File: src/rtl/otter_iobus_uart_tx.sv
// IOBUS-mapped UART transmitter: TXDATA/STATUS/CTRL register window, byte FIFO, 8N1 serializer.
module otter_iobus_uart_tx #(
  parameter logic [31:0] BASE_ADDR    = 32'h1100_0100,
  parameter int unsigned CLKS_PER_BIT = 868,
  parameter int unsigned FIFO_DEPTH   = 8
) (
  input  logic        CLK,
  input  logic        RST_N,
  input  logic [31:0] IOBUS_ADDR,
  input  logic [31:0] IOBUS_OUT,
  input  logic        IOBUS_WR,
  output logic [31:0] IOBUS_IN,
  output logic        UART_TXD,
  output logic        TX_IRQ
);

  localparam int unsigned BaudW = $clog2(CLKS_PER_BIT);
  localparam int unsigned PtrW  = $clog2(FIFO_DEPTH);
  localparam int unsigned CntW  = PtrW + 1;
  localparam logic [BaudW-1:0] BaudMax = BaudW'(CLKS_PER_BIT - 1);
  localparam logic [CntW-1:0]  CntFull = CntW'(FIFO_DEPTH);

  typedef enum logic [1:0] {StIdle, StStart, StData, StStop} state_e;

  // Reset: asserts asynchronously, deasserts two clocks after RST_N rises
  logic [1:0] rst_sync_q;
  logic       rst_int_n;

  always_ff @(posedge CLK or negedge RST_N) begin
    if (!RST_N) rst_sync_q <= 2'b00;
    else        rst_sync_q <= {rst_sync_q[0], 1'b1};
  end

  assign rst_int_n = rst_sync_q[1];

  state_e            state_q, state_d;
  logic [BaudW-1:0]  baud_q, baud_d;
  logic [2:0]        bit_q, bit_d;
  logic [7:0]        shift_q, shift_d;
  logic              txd_q, txd_d;
  logic [7:0]        mem_q [FIFO_DEPTH];
  logic [PtrW-1:0]   wr_ptr_q, wr_ptr_d, rd_ptr_q, rd_ptr_d;
  logic [CntW-1:0]   count_q, count_d;
  logic              ovf_q, ovf_d;
  logic              tx_en_q, tx_en_d, irq_en_q, irq_en_d;
  logic              irq_q, irq_d;

  logic [31:0] word_addr;
  logic        sel_data, sel_status, sel_ctrl;
  logic        wr_data, wr_status, wr_ctrl;
  logic        full, empty, busy, baud_end;
  logic        push, pop, drop;
  logic        unused_bits;

  // Address decode: low two bits ignored, the rest compared in full
  assign word_addr  = {IOBUS_ADDR[31:2], 2'b00};
  assign sel_data   = (word_addr == BASE_ADDR);
  assign sel_status = (word_addr == BASE_ADDR + 32'd4);
  assign sel_ctrl   = (word_addr == BASE_ADDR + 32'd8);
  assign wr_data    = IOBUS_WR & sel_data;
  assign wr_status  = IOBUS_WR & sel_status;
  assign wr_ctrl    = IOBUS_WR & sel_ctrl;

  assign full     = (count_q == CntFull);
  assign empty    = (count_q == '0);
  assign busy     = (state_q != StIdle);
  assign baud_end = (baud_q == BaudMax);

  assign unused_bits = ^{IOBUS_OUT[31:8], IOBUS_ADDR[1:0]};

  // Serializer next state; TXD is registered from the next state so it changes with the FSM
  always_comb begin
    state_d = state_q;
    baud_d  = baud_q;
    bit_d   = bit_q;
    shift_d = shift_q;
    pop     = 1'b0;
    unique case (state_q)
      StIdle: begin
        if (tx_en_q && !empty) begin
          pop     = 1'b1;
          shift_d = mem_q[rd_ptr_q];
          baud_d  = '0;
          state_d = StStart;
        end
      end
      StStart: begin
        if (baud_end) begin
          baud_d  = '0;
          bit_d   = '0;
          state_d = StData;
        end else begin
          baud_d = baud_q + BaudW'(1);
        end
      end
      StData: begin
        if (baud_end) begin
          baud_d  = '0;
          shift_d = {1'b0, shift_q[7:1]};
          if (bit_q == 3'd7) state_d = StStop;
          else               bit_d   = bit_q + 3'd1;
        end else begin
          baud_d = baud_q + BaudW'(1);
        end
      end
      StStop: begin
        if (baud_end) begin
          baud_d  = '0;
          state_d = StIdle;
        end else begin
          baud_d = baud_q + BaudW'(1);
        end
      end
      default: state_d = StIdle;
    endcase

    unique case (state_d)
      StStart: txd_d = 1'b0;
      StData:  txd_d = shift_d[0];
      default: txd_d = 1'b1;
    endcase
  end

  // FIFO bookkeeping; a full FIFO still accepts a push when the serializer pops on the same edge
  always_comb begin
    push     = wr_data && (!full || pop);
    drop     = wr_data && full && !pop;
    wr_ptr_d = wr_ptr_q;
    rd_ptr_d = rd_ptr_q;
    count_d  = count_q;
    ovf_d    = ovf_q;
    if (push) wr_ptr_d = wr_ptr_q + PtrW'(1);
    if (pop)  rd_ptr_d = rd_ptr_q + PtrW'(1);
    case ({push, pop})
      2'b10:   count_d = count_q + CntW'(1);
      2'b01:   count_d = count_q - CntW'(1);
      default: count_d = count_q;
    endcase
    if (drop)                          ovf_d = 1'b1;
    else if (wr_status && IOBUS_OUT[3]) ovf_d = 1'b0;
  end

  // Control register and interrupt next state
  always_comb begin
    tx_en_d  = tx_en_q;
    irq_en_d = irq_en_q;
    if (wr_ctrl) begin
      tx_en_d  = IOBUS_OUT[0];
      irq_en_d = IOBUS_OUT[1];
    end
    irq_d = empty & irq_en_q;
  end

  // State registers
  always_ff @(posedge CLK or negedge rst_int_n) begin
    if (!rst_int_n) begin
      state_q  <= StIdle;
      baud_q   <= '0;
      bit_q    <= '0;
      shift_q  <= '0;
      txd_q    <= 1'b1;
      wr_ptr_q <= '0;
      rd_ptr_q <= '0;
      count_q  <= '0;
      ovf_q    <= 1'b0;
      tx_en_q  <= 1'b1;
      irq_en_q <= 1'b0;
      irq_q    <= 1'b0;
    end else begin
      state_q  <= state_d;
      baud_q   <= baud_d;
      bit_q    <= bit_d;
      shift_q  <= shift_d;
      txd_q    <= txd_d;
      wr_ptr_q <= wr_ptr_d;
      rd_ptr_q <= rd_ptr_d;
      count_q  <= count_d;
      ovf_q    <= ovf_d;
      tx_en_q  <= tx_en_d;
      irq_en_q <= irq_en_d;
      irq_q    <= irq_d;
    end
  end

  // FIFO storage needs no reset; pointers define validity
  always_ff @(posedge CLK) begin
    if (push) mem_q[wr_ptr_q] <= IOBUS_OUT[7:0];
  end

  // Read mux
  always_comb begin
    IOBUS_IN = '0;
    if (sel_status) IOBUS_IN = {16'h0, 8'(count_q), 4'h0, ovf_q, full, empty, busy};
    else if (sel_ctrl) IOBUS_IN = {30'h0, irq_en_q, tx_en_q};
  end

  assign UART_TXD = txd_q;
  assign TX_IRQ   = irq_q;

endmodule

File: config.mk
export PLATFORM = sky130hd
export DESIGN_NAME = otter_iobus_uart_tx
export DESIGN_NICKNAME = d
export VERILOG_FILES = /design/src/rtl/otter_iobus_uart_tx.sv
export SDC_FILE = /design/constraint.sdc
export NUM_CORES = 1
export LEC_CHECK = 0
export CAP_MARGIN = 30
export CORE_AREA = 2 2 97 99
export DETAILED_ROUTE_END_ITERATION = 6
export DIE_AREA = 0 0 99 101
export PLACE_DENSITY = 0.84
export SYNTH_ARGS = -nofsm -noshare
export SYNTH_HDL_FRONTEND = slang
export SYNTH_SLANG_ARGS = --single-unit
export TNS_END_PERCENT = 1
File: constraint.sdc
create_clock -name CLK -period 4.8 [get_ports CLK]
set_input_delay 1.44 -clock CLK [delete_from_list [all_inputs] [get_ports CLK]]
set_output_delay 1.44 -clock CLK [all_outputs]
set_load 0.05 [all_outputs]
### After elaboration in Yosys (flattened, before gate mapping)

Memories as Yosys holds them, arrays and structs flattened.
Index checks and enable logic that the tools add are counted.

| storage, ports and cells | value |
|---|---|
| bits in registers | 40 |
| RAM bits | 64 |
| input port bits | 67 |
| output and inout port bits | 34 |
| word-level logic and storage cells | 87 |
| memories kept | 1 |

Memories:

| memory | words | bits a word | read ports | clocked after Yosys merged registers in | wr ports | line | text |
|---|---|---|---|---|---|---|---|
| mem_q | 8 | 8 | 1 | 0 | 1 | 41 | `logic [7:0] mem_q [FIFO_DEPTH];` |

| cells by class | value |
|---|---|
| add/subtract/negate cells | 6 |
| eq/ne operators | 17 |
| mux-type cells | 26 |
| bitwise logic cells | 4 |
| reductions and logical operators | 19 |

Operators with widths:

| kind | number |
|---|---|
| 30-bit by 27-bit == test with 1-bit output, second input constant | 3 |
| 10-bit 2-to-1 mux | 2 |
| 10-bit case mux with 2 select lines | 1 |
| 8-bit 2-to-1 mux | 2 |
| 8-bit case mux with 2 select lines | 1 |
| 12-bit 2-to-1 mux | 1 |
| 2-bit 2-to-1 mux | 6 |
| 10-bit by 1-bit adder with 10-bit output, second input constant | 1 |
| 10-bit == test, second input constant | 1 |
| 2-bit nonzero test | 5 |
| 3-bit by 1-bit adder with 3-bit output, second input constant | 3 |
| 3-bit 2-to-1 mux | 3 |
| 2-bit == test, second input constant | 4 |
| 2-bit != test, second input constant | 4 |
| 2-bit case mux with 4 select lines | 1 |
| 4-bit case mux with 2 select lines | 1 |
| 2-bit by 1-bit == test with 1-bit output, second input constant | 3 |
| 1-bit 2-to-1 mux | 6 |
| 3-bit case mux with 2 select lines | 1 |
| 1-bit logical AND | 5 |
| 4-bit by 1-bit adder with 4-bit output, second input constant | 1 |
| 1-bit AND | 4 |
| 4-bit == test, second input constant | 1 |
| 4-bit zero test | 1 |
| 9 further kinds | 11 |

### Longest topological paths before layout

Gate-level depths: netlist of the first run.

| logic depth | value |
|---|---|
| word-level depth | 9 |
| depth in mapped cells | 11 |
| mapped depth without buffers | 11 |

### Least setup slack after synthesis of the first run

OpenSTA, ideal clock, no wires.

| timing | value |
|---|---|
| kind | in2out |
| start | in IOBUS_ADDR[27] |
| end | out IOBUS_IN[0] |
| data arrival time | 3,128 ps |
| required time | 3,360 ps |
| path slack | 232 ps |
| cell stages on the path | 3 |
| buffers on the path | 0 |
| cell sequence | or4b_4 or3_4 a21oi_1 |

| between the ends | value |
|---|---|
| word-level cells in the longest chain between the ends | 3 |
| elaborated cells between the ends (all ways) | 4 |
| those cells by class | eq/ne (2); mux (2) |

RTL lines:

| element | line | text |
|---|---|---|
| from (decl) | 9 | `input logic [31:0] IOBUS_ADDR,` |
| 30-bit by 27-bit == test with 1-bit output | 59 | `assign sel_ctrl = (word_addr == BASE_ADDR + 32'd8);` |
| 2-bit 2-to-1 mux | 194 | `else if (sel_ctrl) IOBUS_IN = {30'h0, irq_en_q, tx_en_q};` |
| 12-bit 2-to-1 mux * | 193 | `if (sel_status) IOBUS_IN = {16'h0, 8'(count_q), 4'h0, ovf_q, full, empty, busy};` |
| to (decl) | 12 | `output logic [31:0] IOBUS_IN,` |

Mark *: on every way between the ends. The rest lies on a longest branch, timed or not.

### Final worst setup path of the first run

| timing | value |
|---|---|
| start | in IOBUS_ADDR[14] |
| end | out IOBUS_IN[10] |

| between the ends | value |
|---|---|
| word-level cells in the longest chain between the ends | 2 |

RTL lines:

| element | line | text |
|---|---|---|
| 30-bit by 27-bit == test with 1-bit output | 58 | `assign sel_status = (word_addr == BASE_ADDR + 32'd4);` |
| 12-bit 2-to-1 mux | 193 |  |

No other way between the ends.

==> results of run 1 <==
per-layer routing:
metal / up-vias / wire [µm] / GRT usage (%)
met5: - / 0 / 0
li1: 1389 / - / -
met2: 84 / 5220 / 37.3
met1: 1513 / 3920 / 24.0
met3: 10 / 326 / 3.47
met4: 0 / 108 / 7.17
cell type report:
cell class              count  share of cell area, %
clock buffers               9                   2.16
multi-input cells         227                   30.8
repair buffers             61                   11.6
clock inverters             7                   1.60
inverters                   5                  0.328
well taps                 111                   2.43
flip-flops and latches    104                   51.1
where the power goes:
| group | switching (µW) | internal [µW] | leakage [µW] | total [µW] |
|---|---|---|---|---|
| clock network | 346 | 212 | 0.000106 | 557 |
| logic | 61.8 | 31.6 | 0.000928 | 93.4 |
| registers | 0.217 | 951 | 0.00107 | 952 |
| total | 408 | 1190 | 0.00210 | 1600 |
how the worst max path moves through the flow:
stage | end | cells after the start
floorplan | IOBUS_IN[0] | 3
global placement | IOBUS_IN[0] | 6
detailed placement | IOBUS_IN[0] | 6
CTS | IOBUS_IN[0] | 6
global route | IOBUS_IN[1] | 6
finish | IOBUS_IN[10] | 7
synthesized netlist by cell type, types with 2 or more instances:
cell type                   n
sky130_fd_sc_hd__a21o_1     2
sky130_fd_sc_hd__a21oi_1    6
sky130_fd_sc_hd__a22o_1     2
sky130_fd_sc_hd__a22oi_1    9
sky130_fd_sc_hd__a31oi_1    3
sky130_fd_sc_hd__and2_1     9
sky130_fd_sc_hd__and3b_1    2
sky130_fd_sc_hd__buf_2      3
sky130_fd_sc_hd__buf_4     24
sky130_fd_sc_hd__clkbuf_1   7
sky130_fd_sc_hd__conb_1     2
sky130_fd_sc_hd__dfrtp_1   38
sky130_fd_sc_hd__dfstp_2    2
sky130_fd_sc_hd__edfxtp_1  64
sky130_fd_sc_hd__ha_1       7
sky130_fd_sc_hd__inv_1      5
sky130_fd_sc_hd__mux2_2     3
sky130_fd_sc_hd__mux2i_1   13
sky130_fd_sc_hd__mux4_2    15
sky130_fd_sc_hd__nand2_1   22
sky130_fd_sc_hd__nand2b_1   3
sky130_fd_sc_hd__nand3_1    9
sky130_fd_sc_hd__nand3b_1   3
sky130_fd_sc_hd__nor2_1    16
sky130_fd_sc_hd__nor2b_1    3
sky130_fd_sc_hd__nor3_1     4
sky130_fd_sc_hd__nor3b_1    4
sky130_fd_sc_hd__nor4_1     4
sky130_fd_sc_hd__nor4_2     2
sky130_fd_sc_hd__nor4_4     2
sky130_fd_sc_hd__nor4b_1    2
sky130_fd_sc_hd__nor4b_2    2
sky130_fd_sc_hd__o21ai_0   24
sky130_fd_sc_hd__o31ai_1    4
sky130_fd_sc_hd__o41ai_1    2
sky130_fd_sc_hd__or3_4      2
sky130_fd_sc_hd__xnor2_1    9
registers in the layout (all words and copies together) (netlist names), 2 cells and up:
name	count
mem_q	64
count_q	4
shift_q	8
wr_ptr_q	3
state_q	2
rd_ptr_q	3
rst_sync_q	2
bit_q	3
baud_q	10
kinds of logic after synthesis:
kind of cell             after synthesis  synth area share, %
buffers and inverters                 40                 5.04
AO/OA/AOI/OAI                         56                 7.34
multiplexers                          32                 10.7
XOR/XNOR                               9                 1.63
other                                  2                0.155
adder cells (fa/ha/maj)                8                 2.22
flip-flops                           104                 60.4
AND/OR/NAND/NOR                       97                 12.5
critical path, stage by stage:
cell	delay, ns
sky130_fd_sc_hd__clkdlybuf4s50_1	0.41
sky130_fd_sc_hd__nor4b_2	0.32
sky130_fd_sc_hd__nand4_2	0.23
sky130_fd_sc_hd__nor4b_1	0.34
sky130_fd_sc_hd__buf_4	0.19
sky130_fd_sc_hd__and2_1	0.18
sky130_fd_sc_hd__buf_12	0.15
repair_timing:
| action | CTS | global route |
|---|---|---|
| hold buffers | 0 | 0 |
| endpoints found under the setup margin | 0 | 1 |
| resized for setup | 0 | 1 |
metrics by stage:
| step | power [µW] | setup slack [ns] |
|---|---|---|
| 6_report | 1600 | 0.0920 |
| 4_1_cts | 1610 | 0.0641 |
| 3_3_place_gp | 1060 | 0.105 |
| 2_1_floorplan | 1040 | 0.232 |
| 3_5_place_dp | 1060 | 0.0620 |
| 5_1_grt | 1650 | 0.00457 |
==> metrics.txt, run 1 <==
# TYPE chip_impl_metric gauge
chip_impl_metric{name="wirelength",unit="µm"} 9580
chip_impl_metric{name="static-leakage-power",unit="µW"} 0.00210
chip_impl_metric{name="synth_cells",unit=""} 348
chip_impl_metric{name="detailroute.via_count",unit=""} 2996
chip_impl_metric{name="ys.warnings.count",unit=""} 0
chip_impl_metric{name="ff2ff_setup_slack",unit="ns"} 2.03
chip_impl_metric{name="peakVddDrop",unit="mV"} 0.286
chip_impl_metric{name="die_w",unit="µm"} 99
chip_impl_metric{name="gr-total-overflow",unit=""} 0
chip_impl_metric{name="synth_enable_flop_cells",unit=""} 64
chip_impl_metric{name="fin_worst_hold_slack",unit="ns"} 0.309
chip_impl_metric{name="drt-initial-drc-count",unit=""} 185
chip_impl_metric{name="report.final.hold_viol_count",unit=""} 0
chip_impl_metric{name="mappedNetlistArea",unit="µm²"} 4840
chip_impl_metric{name="first_global_vias",unit=""} 3089
chip_impl_metric{name="layout.area.seq",unit="µm²"} 2930
chip_impl_metric{name="fill_cells",unit=""} 626
chip_impl_metric{name="slew_viol_final",unit=""} 0
chip_impl_metric{name="wl_per_cell",unit="µm"} 18.3
chip_impl_metric{name="postPlaceCellArea",unit="µm²"} 5510
chip_impl_metric{name="power_density_of_the_placed_cells",unit="nW/µm²"} 280
chip_impl_metric{name="place.detailed.hpwl",unit="µm"} 6400
chip_impl_metric{name="postRouteAntennaNets",unit=""} 0
chip_impl_metric{name="insertion_delay",unit="ns"} 0.39
chip_impl_metric{name="period_needed",unit="ns"} 4.71
chip_impl_metric{name="worstMarginPinSlew",unit="ns"} 0.816
chip_impl_metric{name="layout.nets",unit=""} 483
chip_impl_metric{name="grt_first_pass_wirelength",unit="µm"} 15400
chip_impl_metric{name="initial_core_util",unit="%"} 53.9
chip_impl_info{name="reg2reg_start",value="state_q[0]"} 1
chip_impl_metric{name="synth.top_cell.area_share",unit="%"} 39.7
chip_impl_metric{name="ios",unit=""} 101
chip_impl_metric{name="numClockSinks",unit=""} 104
chip_impl_metric{name="grt_max_degree",unit=""} 39
chip_impl_info{name="dominantRegCellSynth",value="sky130_fd_sc_hd__edfxtp_1"} 1
chip_impl_info{name="worstSetupEndpointType",value="output port"} 1
chip_impl_metric{name="utilization",unit="%"} 63.8
chip_impl_metric{name="critPathMaxFanout",unit=""} 7
chip_impl_metric{name="cts_inserted_buffers",unit=""} 9
chip_impl_info{name="synth_top_area_cell",value="sky130_fd_sc_hd__edfxtp_1"} 1
chip_impl_info{name="most_common_library_cell_in_the_layout_ignoring_fill_and_taps",value="sky130_fd_sc_hd__edfxtp_1"} 1
chip_impl_metric{name="design_area",unit="µm²"} 5720
chip_impl_metric{name="fin_setup_tns",unit="ns"} 0
chip_impl_metric{name="final_cell_count_no_fill",unit=""} 524
chip_impl_metric{name="coreArea",unit="µm²"} 8980
chip_impl_info{name="rsz0062_at_grt",value="false"} 1
chip_impl_metric{name="vias_per_cell",unit=""} 5.72
chip_impl_metric{name="worstPathArrival",unit="ns"} 3.27
chip_impl_info{name="cts-root-buf",value="sky130_fd_sc_hd__clkbuf_8"} 1
chip_impl_info{name="criticalPathCategory",value="in2out"} 1
chip_impl_metric{name="netlist-cell-type-count",unit=""} 52
chip_impl_metric{name="post_cts.repair.setup_buffers",unit=""} 0
chip_impl_info{name="highest_count_cells_in_the_layout_ignoring_fill_and_taps",value="64 x sky130_fd_sc_hd__edfxtp_1, 42 x sky130_fd_sc_hd__clkdlybuf4s50_1, 38 x sky130_fd_sc_hd__dfrtp_1"} 1
chip_impl_metric{name="worst-endpoint-required",unit="ns"} 3.36
chip_impl_info{name="crit_path_start",value="IOBUS_ADDR[14]"} 1
chip_impl_metric{name="synth_seq_area_share",unit="%"} 60.4
chip_impl_metric{name="die_height",unit="µm"} 101
chip_impl_metric{name="synthesis.area_per_instance",unit="µm²"} 13.9
chip_impl_metric{name="timing.max_slew.rel_slack",unit="%"} 45.6
chip_impl_info{name="rr_endpoint",value="count_q[3]"} 1
chip_impl_metric{name="max-clock-path-buffers",unit=""} 2
chip_impl_metric{name="multi_input_comb_area",unit="µm²"} 1760
chip_impl_metric{name="globalRouteTotalUtil",unit="%"} 20.3
chip_impl_metric{name="synthArstFlopShare",unit="%"} 38.5
chip_impl_metric{name="number_of_antenna_violations_at_the_first_check_in_global_routing",unit=""} 0
chip_impl_info{name="start_kind",value="input pin"} 1
chip_impl_metric{name="htreeDepth",unit=""} 3
chip_impl_metric{name="antenna-diode-count",unit=""} 0
chip_impl_info{name="ys_top_cells_by_area",value="sky130_fd_sc_hd__edfxtp_1 40%, sky130_fd_sc_hd__dfrtp_1 20%, sky130_fd_sc_hd__mux4_2 7.0%"} 1
chip_impl_metric{name="rr_worst_depth",unit=""} 10
chip_impl_metric{name="clk_pin_slew_worst_paths",unit="ns"} 0.13
chip_impl_metric{name="final.setup_skew",unit="ns"} 0.0247
chip_impl_metric{name="final_weighted_congestion_of_routability_driven_global_placement",unit=""} 0.814
chip_impl_info{name="hold_class",value="reg2async"} 1
chip_impl_metric{name="dp.cells",unit=""} 508
chip_impl_metric{name="count_of_unresolved_drc_violations_after_routing",unit=""} 0
chip_impl_metric{name="drv.max_cap_violation_count",unit=""} 0
chip_impl_metric{name="clock.fmax",unit="GHz"} 0.212
chip_impl_metric{name="area_delta_synth_final",unit="%"} 18.2
chip_impl_metric{name="finalCritPeriodShare",unit="%"} 98.1
chip_impl_info{name="cts_tree",value="yes"} 1
chip_impl_metric{name="rows",unit=""} 35
chip_impl_metric{name="design.die.area",unit="µm²"} 10000
chip_impl_metric{name="number_of_buffers_added_on_ports",unit=""} 50
chip_impl_metric{name="firstDrtPassIters",unit=""} 4
chip_impl_info{name="status",value="finished, final reports clean"} 1
chip_impl_metric{name="yosys_register_bits",unit=""} 104
chip_impl_metric{name="finalSetupViolations",unit=""} 0
chip_impl_metric{name="layout-drive-gt1-share",unit="%"} 16.2
No activity file was read; power rests on OpenSTA's default activity.
==> inputs of run 2 (changes only) <==
- CAP_MARGIN: 30 -> 25
==> results of run 2 <==
The final DEF is identical to that of run 1; final timing and power are the same.
==> inputs of run 3 (changes only) <==
- MAX_ROUTING_LAYER: not set -> met4
- REMOVE_ABC_BUFFERS: not set -> 1
==> run 3 against run 2 <==
  * Final cell count did not move
  * Clock power decreased by 7.5%
  * Total power fell by 2.6%
  * Wire length decreased by 7.6%
  * Core utilization fell by 0.24 points
  * Critical endpoint is now IOBUS_IN[1]
  * Largest cell class unchanged
  * Largest power group unchanged
==> metrics.txt, run 3 (same netlist as run 1, synthesis figures left out) <==
# TYPE chip_impl_metric gauge
chip_impl_metric{name="power_density_of_the_placed_cells",unit="nW/µm²"} 273
chip_impl_info{name="start_kind",value="input pin"} 1
chip_impl_metric{name="utilization",unit="%"} 63.5
chip_impl_metric{name="firstDrtPassIters",unit=""} 4
chip_impl_metric{name="die_w",unit="µm"} 99
chip_impl_metric{name="period_needed",unit="ns"} 4.67
chip_impl_metric{name="wirelength",unit="µm"} 8850
chip_impl_info{name="hold_class",value="reg2async"} 1
chip_impl_metric{name="finalCritPeriodShare",unit="%"} 97.2
chip_impl_metric{name="vias_per_cell",unit=""} 5.76
chip_impl_metric{name="numClockSinks",unit=""} 104
chip_impl_metric{name="rr_worst_depth",unit=""} 10
chip_impl_metric{name="initial_core_util",unit="%"} 53.9
chip_impl_metric{name="count_of_unresolved_drc_violations_after_routing",unit=""} 0
chip_impl_metric{name="area_delta_synth_final",unit="%"} 17.8
chip_impl_info{name="crit_path_cell_trace",value="clkdlybuf4s50_1 -> nor4b_2 -> nand4_2 -> or3_4 -> nor2_2 -> buf_12"} 1
chip_impl_metric{name="critPathMaxFanout",unit=""} 4
chip_impl_info{name="most_common_library_cell_in_the_layout_ignoring_fill_and_taps",value="sky130_fd_sc_hd__edfxtp_1"} 1
chip_impl_metric{name="static-leakage-power",unit="µW"} 0.00209
chip_impl_metric{name="slew_viol_final",unit=""} 0
chip_impl_metric{name="clk_pin_slew_worst_paths",unit="ns"} 0.09
chip_impl_metric{name="place.detailed.hpwl",unit="µm"} 6220
chip_impl_metric{name="post_cts.repair.setup_buffers",unit=""} 0
chip_impl_metric{name="number_of_buffers_added_on_ports",unit=""} 50
chip_impl_metric{name="largest_register_ffs",unit=""} 64
chip_impl_metric{name="finalSetupViolations",unit=""} 0
chip_impl_metric{name="fill_cells",unit=""} 652
chip_impl_metric{name="globalRouteTotalUtil",unit="%"} 18.7
chip_impl_metric{name="layout.nets",unit=""} 483
chip_impl_metric{name="ff2ff_setup_slack",unit="ns"} 2.05
chip_impl_info{name="largestRegisters",value="mem_q (64), baud_q (10), shift_q (8)"} 1
chip_impl_metric{name="ios",unit=""} 101
chip_impl_metric{name="first_global_vias",unit=""} 2902
chip_impl_info{name="reg2reg_start",value="state_q[0]"} 1
chip_impl_metric{name="htreeDepth",unit=""} 3
chip_impl_metric{name="insertion_delay",unit="ns"} 0.37
chip_impl_metric{name="peakVddDrop",unit="mV"} 0.165
chip_impl_info{name="criticalPathCategory",value="in2out"} 1
chip_impl_metric{name="final_weighted_congestion_of_routability_driven_global_placement",unit=""} 0.820
chip_impl_info{name="status",value="finished, final reports clean"} 1
chip_impl_metric{name="final.setup_skew",unit="ns"} 0.00972
chip_impl_metric{name="coreArea",unit="µm²"} 8980
chip_impl_metric{name="postRouteAntennaNets",unit=""} 0
chip_impl_metric{name="number_of_antenna_violations_at_the_first_check_in_global_routing",unit=""} 0
chip_impl_metric{name="timing.max_slew.rel_slack",unit="%"} 44.0
chip_impl_metric{name="fin_setup_tns",unit="ns"} 0
chip_impl_metric{name="clock.fmax",unit="GHz"} 0.214
chip_impl_metric{name="worst-endpoint-required",unit="ns"} 3.36
chip_impl_metric{name="cp_slowest_stage_delay",unit="ns"} 0.47
chip_impl_metric{name="detailroute.via_count",unit=""} 3020
chip_impl_metric{name="gr-total-overflow",unit=""} 0
chip_impl_metric{name="drt-initial-drc-count",unit=""} 185
chip_impl_metric{name="drv.max_cap_violation_count",unit=""} 0
chip_impl_metric{name="worstMarginPinSlew",unit="ns"} 0.840
chip_impl_metric{name="grt_first_pass_wirelength",unit="µm"} 14000
chip_impl_metric{name="multi_input_comb_area",unit="µm²"} 1770
chip_impl_metric{name="rows",unit=""} 35
chip_impl_info{name="cts_tree",value="yes"} 1
chip_impl_metric{name="antenna-diode-count",unit=""} 0
chip_impl_info{name="highest_count_cells_in_the_layout_ignoring_fill_and_taps",value="64 x sky130_fd_sc_hd__edfxtp_1, 42 x sky130_fd_sc_hd__clkdlybuf4s50_1, 38 x sky130_fd_sc_hd__dfrtp_1"} 1
chip_impl_metric{name="wl_per_cell",unit="µm"} 16.9
chip_impl_metric{name="cts_inserted_buffers",unit=""} 9
chip_impl_metric{name="max-clock-path-buffers",unit=""} 2
chip_impl_metric{name="die_height",unit="µm"} 101
chip_impl_metric{name="layout-drive-gt1-share",unit="%"} 16.5
chip_impl_info{name="register_with_the_highest_flop_count",value="mem_q"} 1
chip_impl_info{name="worstSetupEndpointType",value="output port"} 1
chip_impl_metric{name="grt_max_degree",unit=""} 39
chip_impl_metric{name="report.final.hold_viol_count",unit=""} 0
chip_impl_metric{name="layout.area.seq",unit="µm²"} 2930
chip_impl_info{name="crit_path_top_delay_cell",value="sky130_fd_sc_hd__or3_4"} 1
chip_impl_metric{name="design.die.area",unit="µm²"} 10000
chip_impl_metric{name="worstPathArrival",unit="ns"} 3.23
chip_impl_info{name="rr_endpoint",value="count_q[3]"} 1
chip_impl_info{name="cts-root-buf",value="sky130_fd_sc_hd__clkbuf_8"} 1
chip_impl_info{name="rsz0062_at_grt",value="false"} 1
[run 3: changes by cell type in the layout (fill, tap and decap cells not counted), sizes merged]
cell | before | now
clkinv | 4 | 1
clkbuf | 9 | 10
inv | 8 | 10
[run 3: critical path, delay by kind of cell]
family | cells | cell delay (ns)
buf+inv | 2 | 0.57
simple gates | 4 | 1.20
[run 3: stage by stage]
stage | area [µm²] | total power [µW] | worst slack, ns | hold WS, ns | instances
finish | 5700 | 1560 | 0.134 | 0.293 | 524
global route | 5700 | 1600 | 0.0164 | 0.348 | 524
CTS | 5690 | 1570 | 0.0679 | 0.317 | 524
detailed placement | 5510 | 1060 | 0.0777 | 0.308 | 508
global placement | 5510 | 1060 | 0.128 | 0.303 | 508
floorplan | 4700 | 1020 | 0.232 | 0.331 | 336
[run 3: repair_timing]
item,CTS,global route
setup endpoints to repair,0,7
hold buffers,0,0
resized for setup,0,3
[run 3: per-layer routing]
metal / GRT usage (%) / vias to the layer above / wire, µm
li1: - / 1393 / -
met1: 23.3 / 1531 / 3730
met2: 31.9 / 85 / 4660
met3: 2.57 / 11 / 343
met4: 6.22 / 0 / 118
met5: - / - / 0
[run 3: worst max-delay path by stage]
stage,from,to,slack [ns],cells past startpoint
4_1_cts,IOBUS_ADDR[14],IOBUS_IN[3],0.07,7
5_1_grt,IOBUS_ADDR[6],IOBUS_IN[3],0.02,7
2_1_floorplan,IOBUS_ADDR[27],IOBUS_IN[0],0.23,3
3_5_place_dp,IOBUS_ADDR[14],IOBUS_IN[8],0.08,7
3_3_place_gp,IOBUS_ADDR[13],IOBUS_IN[0],0.13,6
6_report,IOBUS_ADDR[14],IOBUS_IN[1],0.13,6
[run 3: power by group]
part	internal, µW	switching (µW)
Sequential	951	0.219
Clock	203	312
Combinational	31.6	61.7
[run 3: area by class of cell]
type	instances	area share, %
Multi-Input combinational cell	227	31.1
Clock buffer	10	2.24
Inverter	5	0.329
Sequential cell	104	51.3
Clock inverter	6	1.01
Tap cell	111	2.44
Timing Repair Buffer	61	11.6
